==> src/rtl/demux_rr_sched_pkg.sv <==
// Shared constants and types for the round-robin demux scheduler.
// Latency: n/a (declarations only).
// Backpressure: n/a.
package demux_rr_sched_pkg;

    localparam int NCH   = 4;
    localparam int SEL_W = 2;

    typedef enum logic {
        ST_EMPTY = 1'b0,
        ST_HOLD  = 1'b1
    } state_e;

    // Next channel index in circular order, 3 wraps to 0.
    function automatic logic [SEL_W-1:0] sel_inc(input logic [SEL_W-1:0] s);
        return s + 1'b1;
    endfunction

endpackage

==> src/rtl/demux_rr_sched_if.sv <==
// Producer/consumer handshake and demux control bundle for demux_rr_sched.
// Latency: n/a (wires only).
// Backpressure: in_ready toward the producer, out_ready[sel] from the consumers.
interface demux_rr_sched_if #(
    parameter int DW = 8
);
    import demux_rr_sched_pkg::*;

    logic             in_valid;
    logic [DW-1:0]    in_data;
    logic             in_ready;
    logic [NCH-1:0]   ch_en;
    logic [NCH-1:0]   out_ready;
    logic             out_valid;
    logic [SEL_W-1:0] sel;
    logic [DW-1:0]    out_data;
    logic             busy;

    // Environment side: producer, consumers and channel enable source.
    modport master (
        output in_valid, in_data, ch_en, out_ready,
        input  in_ready, out_valid, sel, out_data, busy
    );

    // Scheduler side.
    modport slave (
        input  in_valid, in_data, ch_en, out_ready,
        output in_ready, out_valid, sel, out_data, busy
    );

endinterface

==> src/rtl/demux_rr_sched_rr_pick.sv <==
// Circular first-set-bit finder: lowest enabled channel at or after start.
// Latency: purely combinational.
// Backpressure: none; any=0 tells the caller there is no eligible channel.
module rr_pick
    import demux_rr_sched_pkg::*;
(
    input  logic [NCH-1:0]   mask,
    input  logic [SEL_W-1:0] start,
    output logic [SEL_W-1:0] idx,
    output logic             any
);

    logic [SEL_W-1:0] pos;

    // Scan offsets from farthest to nearest so the nearest enabled channel wins.
    always_comb begin
        idx = '0;
        pos = '0;
        for (int i = NCH - 1; i >= 0; i--) begin
            pos = start + SEL_W'(i);
            if (mask[pos]) begin
                idx = pos;
            end
        end
    end

    assign any = |mask;

endmodule

==> src/rtl/demux_rr_sched.sv <==
// Single-slot round-robin scheduler driving a 1-to-4 demux select; optional counters via DEMUX_RR_SCHED_CNT_EN.
// Latency: item accepted at edge N is presented from edge N; 1 item/cycle sustained.
// Backpressure: in_ready only when a channel is enabled and the slot is empty or draining this cycle.
module demux_rr_sched
    import demux_rr_sched_pkg::*;
#(
    parameter int DW    = 8,
    parameter int CNT_W = 8
) (
    input  logic                 clk,
    input  logic                 rst_n,
`ifdef DEMUX_RR_SCHED_CNT_EN
    input  logic                 cnt_clr,
    output logic [NCH*CNT_W-1:0] ch_cnt,
`endif
    demux_rr_sched_if.slave      bus
);

    state_e           state_q, state_d;
    logic [SEL_W-1:0] sel_q, sel_d;
    logic [SEL_W-1:0] ptr_q, ptr_d;
    logic [DW-1:0]    data_q, data_d;

    logic             xfer;
    logic             acc;
    logic             in_ready;
    logic [SEL_W-1:0] pick_start;
    logic [SEL_W-1:0] pick_idx;
    logic             pick_any;

    // A held item leaves only through its locked channel; other ready bits are ignored.
    assign xfer = (state_q == ST_HOLD) && bus.out_ready[sel_q];

    // Refill in the same cycle the slot drains, so back-to-back items flow at full rate.
    assign in_ready = pick_any && ((state_q == ST_EMPTY) || xfer);
    assign acc      = bus.in_valid && in_ready;

    // Acceptance while holding implies a transfer, so resume just past the departing channel.
    assign pick_start = (state_q == ST_HOLD) ? sel_inc(sel_q) : ptr_q;

    rr_pick u_pick (
        .mask  (bus.ch_en),
        .start (pick_start),
        .idx   (pick_idx),
        .any   (pick_any)
    );

    // Next-state: load on accept, drop to EMPTY on a bare transfer, advance pointer on transfer.
    always_comb begin
        state_d = state_q;
        sel_d   = sel_q;
        data_d  = data_q;
        ptr_d   = ptr_q;
        if (acc) begin
            state_d = ST_HOLD;
            sel_d   = pick_idx;
            data_d  = bus.in_data;
        end else if (xfer) begin
            state_d = ST_EMPTY;
        end
        if (xfer) begin
            ptr_d = sel_inc(sel_q);
        end
    end

    // State and datapath registers; reset discards any held item.
    always_ff @(posedge clk or negedge rst_n) begin
        if (!rst_n) begin
            state_q <= ST_EMPTY;
            sel_q   <= '0;
            data_q  <= '0;
            ptr_q   <= '0;
        end else begin
            state_q <= state_d;
            sel_q   <= sel_d;
            data_q  <= data_d;
            ptr_q   <= ptr_d;
        end
    end

    assign bus.in_ready  = in_ready;
    assign bus.out_valid = (state_q == ST_HOLD);
    assign bus.busy      = (state_q == ST_HOLD);
    assign bus.sel       = sel_q;
    assign bus.out_data  = data_q;

`ifdef DEMUX_RR_SCHED_CNT_EN
    logic [CNT_W-1:0] cnt_q [NCH];
    logic [CNT_W-1:0] cnt_d [NCH];

    // Count deliveries per channel; clear beats a coincident increment.
    always_comb begin
        for (int i = 0; i < NCH; i++) begin
            cnt_d[i] = cnt_q[i];
        end
        if (cnt_clr) begin
            for (int i = 0; i < NCH; i++) begin
                cnt_d[i] = '0;
            end
        end else if (xfer) begin
            cnt_d[sel_q] = cnt_q[sel_q] + 1'b1;
        end
    end

    // Counter registers, wrapping naturally at 2^CNT_W.
    always_ff @(posedge clk or negedge rst_n) begin
        if (!rst_n) begin
            for (int i = 0; i < NCH; i++) begin
                cnt_q[i] <= '0;
            end
        end else begin
            for (int i = 0; i < NCH; i++) begin
                cnt_q[i] <= cnt_d[i];
            end
        end
    end

    // Flatten counters onto the output bus, channel i at slice i.
    always_comb begin
        ch_cnt = '0;
        for (int i = 0; i < NCH; i++) begin
            ch_cnt[i*CNT_W +: CNT_W] = cnt_q[i];
        end
    end
`endif

endmodule

==> src/flat_wrapper.sv <==
// flat-port wrapper written by rule: the top's interface ports become plain ports
module demux_rr_sched_flat import demux_rr_sched_pkg::*;
#(
    parameter int DW    = 8,
    parameter int CNT_W = 8
)
  (clk, rst_n, bus_in_valid, bus_in_data, bus_ch_en, bus_out_ready, bus_in_ready, bus_out_valid, bus_sel, bus_out_data, bus_busy);
  demux_rr_sched_if #(.DW(DW)) bus_i ();
  input  logic clk;
  input  logic rst_n;
  input wire logic [$bits(bus_i.in_valid)-1:0] bus_in_valid;
  input wire logic [$bits(bus_i.in_data)-1:0] bus_in_data;
  input wire logic [$bits(bus_i.ch_en)-1:0] bus_ch_en;
  input wire logic [$bits(bus_i.out_ready)-1:0] bus_out_ready;
  output wire logic [$bits(bus_i.in_ready)-1:0] bus_in_ready;
  output wire logic [$bits(bus_i.out_valid)-1:0] bus_out_valid;
  output wire logic [$bits(bus_i.sel)-1:0] bus_sel;
  output wire logic [$bits(bus_i.out_data)-1:0] bus_out_data;
  output wire logic [$bits(bus_i.busy)-1:0] bus_busy;
  assign bus_i.in_valid = bus_in_valid;
  assign bus_i.in_data = bus_in_data;
  assign bus_i.ch_en = bus_ch_en;
  assign bus_i.out_ready = bus_out_ready;
  assign bus_in_ready = bus_i.in_ready;
  assign bus_out_valid = bus_i.out_valid;
  assign bus_sel = bus_i.sel;
  assign bus_out_data = bus_i.out_data;
  assign bus_busy = bus_i.busy;
  demux_rr_sched #(.DW(DW), .CNT_W(CNT_W)) u_core (.clk(clk), .rst_n(rst_n), .bus(bus_i));
endmodule
==> config.mk <==
export PLATFORM = sky130hd
export DESIGN_NAME = demux_rr_sched_flat
export DESIGN_NICKNAME = d
export VERILOG_FILES = /design/src/rtl/demux_rr_sched_pkg.sv /design/src/rtl/demux_rr_sched_if.sv /design/src/rtl/demux_rr_sched_rr_pick.sv /design/src/rtl/demux_rr_sched.sv /design/src/flat_wrapper.sv
export SDC_FILE = /design/constraint.sdc
export NUM_CORES = 1
export LEC_CHECK = 0
export ABC_AREA = 1
export CAP_MARGIN = 0
export CORE_UTILIZATION = 50
export DETAILED_ROUTE_END_ITERATION = 10
export DONT_BUFFER_PORTS = 1
export PLACE_DENSITY = 0.63
export SETUP_SLACK_MARGIN = 0.05
export SYNTH_ARGS = -nofsm -noshare
export SYNTH_HDL_FRONTEND = slang
export SYNTH_HIERARCHICAL = 1
export SYNTH_SLANG_ARGS = --single-unit
==> constraint.sdc <==
create_clock -name clk -period 3 [get_ports clk]
set_input_delay 0.45 -clock clk [delete_from_list [all_inputs] [get_ports clk]]
set_output_delay 0.45 -clock clk [all_outputs]
set_load 0.03 [all_outputs]
# == Yosys cells after proc, flatten, opt, wreduce, memory -nomap -nowiden ==
# Index checks and enable logic that the tools add are counted.
# word_totals
out_inout_bits,13
wordCells,37
reg_bits,13
in_bits,19
# classes
n_bitwise,1
magnitude_cmp,5
muxes,17
n_addsub,4
reduce_logical,6
# op_table
cell,n
$lt 2x3->1 const B,5
$bmux 1 s2,5
$mux 2,5
$mux 1,7
$add 2x1->2 const B,2
$add 2x2->2 const B,2
$reduce_or 4->1,1
$logic_and 1x1->1,3
$reduce_bool 2->1,1
$logic_or 1x1->1,1
$not 1->1,1

# == Longest topological paths before layout ==
# logic_depth
ltp_word,9
depth_mapped,16
mapped_depth_nobuf,15

# == Cells and area by module ==
# The synthesis kept the hierarchy.
# by_module_without_submodules
mod,instances,cells_per_inst,area_per_inst_um2,seq_area_each_um2
demux_rr_sched,1,78,646.9,325.3
rr_pick,1,46,188.9,0.0

# == Worst setup path after synthesis ==
# No wires, ideal clock.
# synth_path
path_type,reg-to-reg
from,"register u_core.sel_q[0], in the netlist u_core/bus.sel[0]"
to,"register u_core.sel_q[0], in the netlist u_core/bus.sel[0]"
path_slack_ns,1.083
path_stages_with_launch,17
t_arrival_ns,1.851
path_buffers,1
setup_ns,0.066
required_time_ns,2.934
synth_period_minus_slack_ns,1.917
cell_sequence,dfrtp_1 -> buf_6 -> xor2_1 -> inv_1 -> a21oi_1 -> inv_1 -> nand2_1 -> nand2_1 -> nand2_2 -> nand2_1 -> nand2_1 -> nand2_1 -> nand2_1 -> nand2_1 -> inv_1 -> nand4_1 -> nand2_1
# synth_between
elab_chain_len,9
word_cells_on_any_way,23
cone_classes,4 x add/sub; 15 x mux; 4 x reduce/logical
# synth_lines
element,line_no,source
start: declaration,demux_rr_sched.sv:20,"logic [SEL_W-1:0] sel_q, sel_d;"
start signal: assignment,demux_rr_sched.sv:75,sel_q <= sel_d;
$add 2x1->2 (*),demux_rr_sched_pkg.sv:16,return s + 1'b1;
$mux 2 (*),demux_rr_sched.sv:39,assign pick_start = (state_q == ST_HOLD) ? sel_inc(sel_q) : ptr_q;
net u_core.pick_start[1],demux_rr_sched.sv:27,logic [SEL_W-1:0] pick_start;
$add 2x2->2,demux_rr_sched_rr_pick.sv:20,pos = start + SEL_W'(i);
$bmux 1 s2,demux_rr_sched_rr_pick.sv:21,if (mask[pos]) begin
$mux 1 (implied by the code),demux_rr_sched_rr_pick.sv:21,
$mux 2 (3 in a row),demux_rr_sched_rr_pick.sv:21,
$mux 2 (*),demux_rr_sched_rr_pick.sv:21,
net u_core.pick_idx[0],demux_rr_sched.sv:28,logic [SEL_W-1:0] pick_idx;
# Mark *: on every way through the listed nets, which the timed path passes. The rest lies on a longest branch. The select of a mux whose other input is x is not followed.
# A chain may end at the register's enable or synchronous reset.

# == Final worst setup path ==
# layout_path
from,"register u_core.state_q, in the netlist u_core/bus.busy"
to,"register u_core.sel_q[0], in the netlist u_core/bus.sel[0]"
# layout_between
elab_chain_len,8
word_cells_on_any_way,21
cone_classes,3 x add/sub; 13 x mux; 1 x bitwise; 4 x reduce/logical
# layout_lines
element,line_no,source
start: declaration,demux_rr_sched.sv:19,"state_e state_q, state_d;"
start signal: assignment,demux_rr_sched.sv:74,state_q <= state_d;
$mux 2 (*),demux_rr_sched.sv:39,
net u_core.pick_start[0],demux_rr_sched.sv:27,
$add 2x2->2,demux_rr_sched_rr_pick.sv:20,
$bmux 1 s2,demux_rr_sched_rr_pick.sv:21,
$mux 1 (implied by the code),demux_rr_sched_rr_pick.sv:21,
$mux 2 (3 in a row),demux_rr_sched_rr_pick.sv:21,
$mux 2 (*),demux_rr_sched_rr_pick.sv:21,
net u_core.pick_idx[0],demux_rr_sched.sv:28,
# Marks and branches as above.

==> impl_metrics.yaml <==
run_status:
  status: "finished, final reports clean"
detailed_routing:
  drt_iter0_drc: 10
  dr.pass1.iters: 4
  ant_nets: 0
  wire_per_inst_um: 12.04
  drc: 0
  vias_per_cell: 5.407
  via_count: 757
  postRouteWirelength_um: 1685
grt:
  grt_pass1_wl_um: 2863
  grt_use_met1: 0.2740
  met3_usage: 0.09362
  grt_usage: 0.2080
  antenna_found_initial: 0
  grt_overflow: 0
  grt_busiest_layer: "met2"
  grt_pass1_vias: 678
  grt_start_max_net_pins: 14
  gr-usage-met2: 0.3091
setup_path:
  path_max_fanout: 8
  max_stage_delay_ps: 800
  endpoint_kind: "flop"
  worstPathBufferInverterCount: 2
  crit_slowest_cell: "dfrtp_1"
  cp-start-kind: "flop"
  cp_data_arrival_time_ps: 2490
  crit_chain: "nor2_1 -> a21oi_1 -> inv_2 -> nand2_1 -> nand3_1 -> nand2_1 -> nand2_1 -> nand2_1 -> nand2_1 -> nand2_1 -> inv_1 -> nand4_1 -> nand2_1"
  crit_family: "flip-flops"
  worstSetupPathType: "flop to flop"
  cpMostUsedCell: "nand2_1"
  required_ps: 3170
timing:
  drv_slew: 0
  setup_viol: 0
  max_freq_mhz: 430.2
  worst_pin_slew_ps: 706.5
  clock_skew_ps: 1.476
  slew_headroom: 0.5290
  hold_viol_final: 0
  rsz0062_at_grt: "no"
  post-route-period-util: 0.7748
  min_period_ps: 2324
  tns_ps: 0
synth:
  postSynthNetCount: 143
  ys.warnings.count: 6
  synth_top_cell_by_area: "dfrtp_1"
  synth_top_area_frac: 0.3892
  synth.area.top_cells: "dfrtp_1 39%, nand2_1 25%, nand4_1 8.2%, inv_1 6.3%, nand3_1 5.4%"
  ys.flop_type: "dfrtp_1"
  ys_ff_latch: 13
  syn_inst: 124
  netlist_area_um2: 835.8
  synthTopCellsByCount: "56 x nand2_1, 14 x inv_1, 13 x dfrtp_1, 11 x nand4_1, 9 x nand3_1"
  synth_cell_types: 15
  synthMostInstantiatedCell: "nand2_1"
  synth_edf_count: 0
  synthArstFlopShare: 1.000
  ys_seq_area_frac: 0.3892
  post_synth.cell_area_avg_um2: 6.740
place:
  gp_congestion: 0.9271
  dp_hpwl_um: 1201
  io_buffers: 0
  placed_area_um2: 818.3
clock_tree:
  clock-root-buffer: "clkbuf_4"
  cts_buffer_depth: 2
  htree_levels: 1
  cts_tree: "yes"
  cts_buffers: 3
  clock_latency_ps: 270
  clkSinkCount: 13
  postCtsSetupRepairBufs: 0
  path_clk_slew_ps: 80
floorplanning:
  ios: 32
  start_util: 0.5422
  die_w_um: 42.89
  core_um2: 1541
  fp-row-count: 14
  die_h_um: 42.89
  fp.dieArea_um2: 1839
job:
  cap_violations: 0
cells_and_area:
  fillers: 163
  finalNetCount: 144
  area_delta_synth_final_pct: 2.246
  drive_gt1_frac: 0.08065
  regArea_um2: 325.3
  multi_input_area_um2: 405.4
  antenna_cells: 0
  design_area_um2: 854.6
pwr:
  p_leak_uw: 0.0005039
  ir_drop_mv: 0.7018
  p_total_uw: 1217
  power.density_nw_per_um2: 1425
min_path:
  hp-class: "input pin to flop"
## cells in the final DEF (no fill, tap or decap), drive strengths merged
cell type | Yosys | routed
nand3 | 12 | 12
buf | 4 | 1
a21oi | 2 | 2
dlygate4sd3 | 0 | 1
dfrtp | 13 | 13
nor2 | 3 | 3
clkbuf | 2 | 4
nand2 | 57 | 57
inv | 16 | 16
xor2 | 1 | 1
o21ai | 3 | 3
nand4 | 11 | 11
## what timing repair did
item                                    CTS  global route
gates resized for setup                   0             0
endpoints found under the hold margin    13             0
hold buffers                              1             0
endpoints found under the setup margin    0             0
## cell type report
type                       count  area share
clock buffer                   4     0.03075
inverter                      16     0.07028
multi-input combinational     89      0.4744
sequential                    13      0.3807
tap                           16     0.02343
timing repair buffer           2     0.02050
## layer usage
layer,vias to the layer above,part of all wire
met5,-,0
met4,0,0.0059
met3,2,0.063
met2,27,0.44
met1,338,0.49
li1,390,-
## stage by stage
step           hold WS, ps  utilization  instances  setup WS (ps)
4_1_cts              311.4       0.5544        140          716.7
2_1_floorplan        154.4            -        124           1083
3_3_place_gp         154.6       0.5308        135          785.0
6_report             320.0       0.5544        140          675.5
3_5_place_dp         154.8       0.5308        135          724.5
5_1_grt              312.1       0.5544        140          457.7
## cells by family (layout without fill, tap and decap cells)
logic type	after synthesis	in the layout	synth area share
flops	13	13	0.3892
compound gates	5	5	0.02994
simple gates	83	83	0.4446
xor+xnor	1	1	0.01048
buf+inv	22	22	0.1257
## path summary, 6_finish.rpt
check                                start                     end  slack, ps  cells past startpoint
max in group asynchronous            rst_n  u_core/bus.out_data[7]       2020                      1
max reg2reg                u_core/bus.busy       u_core/bus.sel[0]        680                     13
min in group asynchronous            rst_n       u_core/bus.sel[0]        610                      1
min reg2reg                u_core/ptr_q[0]         u_core/ptr_q[0]        500                      2
min                         bus_in_data[2]  u_core/bus.out_data[2]        320                      2
max                        u_core/bus.busy       u_core/bus.sel[0]        680                     13
## report_power, final
group | internal (uW) | total (uW) | switching [uW]
logic | 203 | 605 | 402
registers | 260 | 506 | 246
clock network | 51.5 | 107 | 55.0
total | 514 | 1220 | 703
## flip-flops by register name, indices dropped and copies added (netlist names)
name                 flops
u_core/bus.out_data      8
u_core/ptr_q             2
u_core/bus.sel           2
u_core/bus.busy          1
Power figures use the tool's default switching activity.
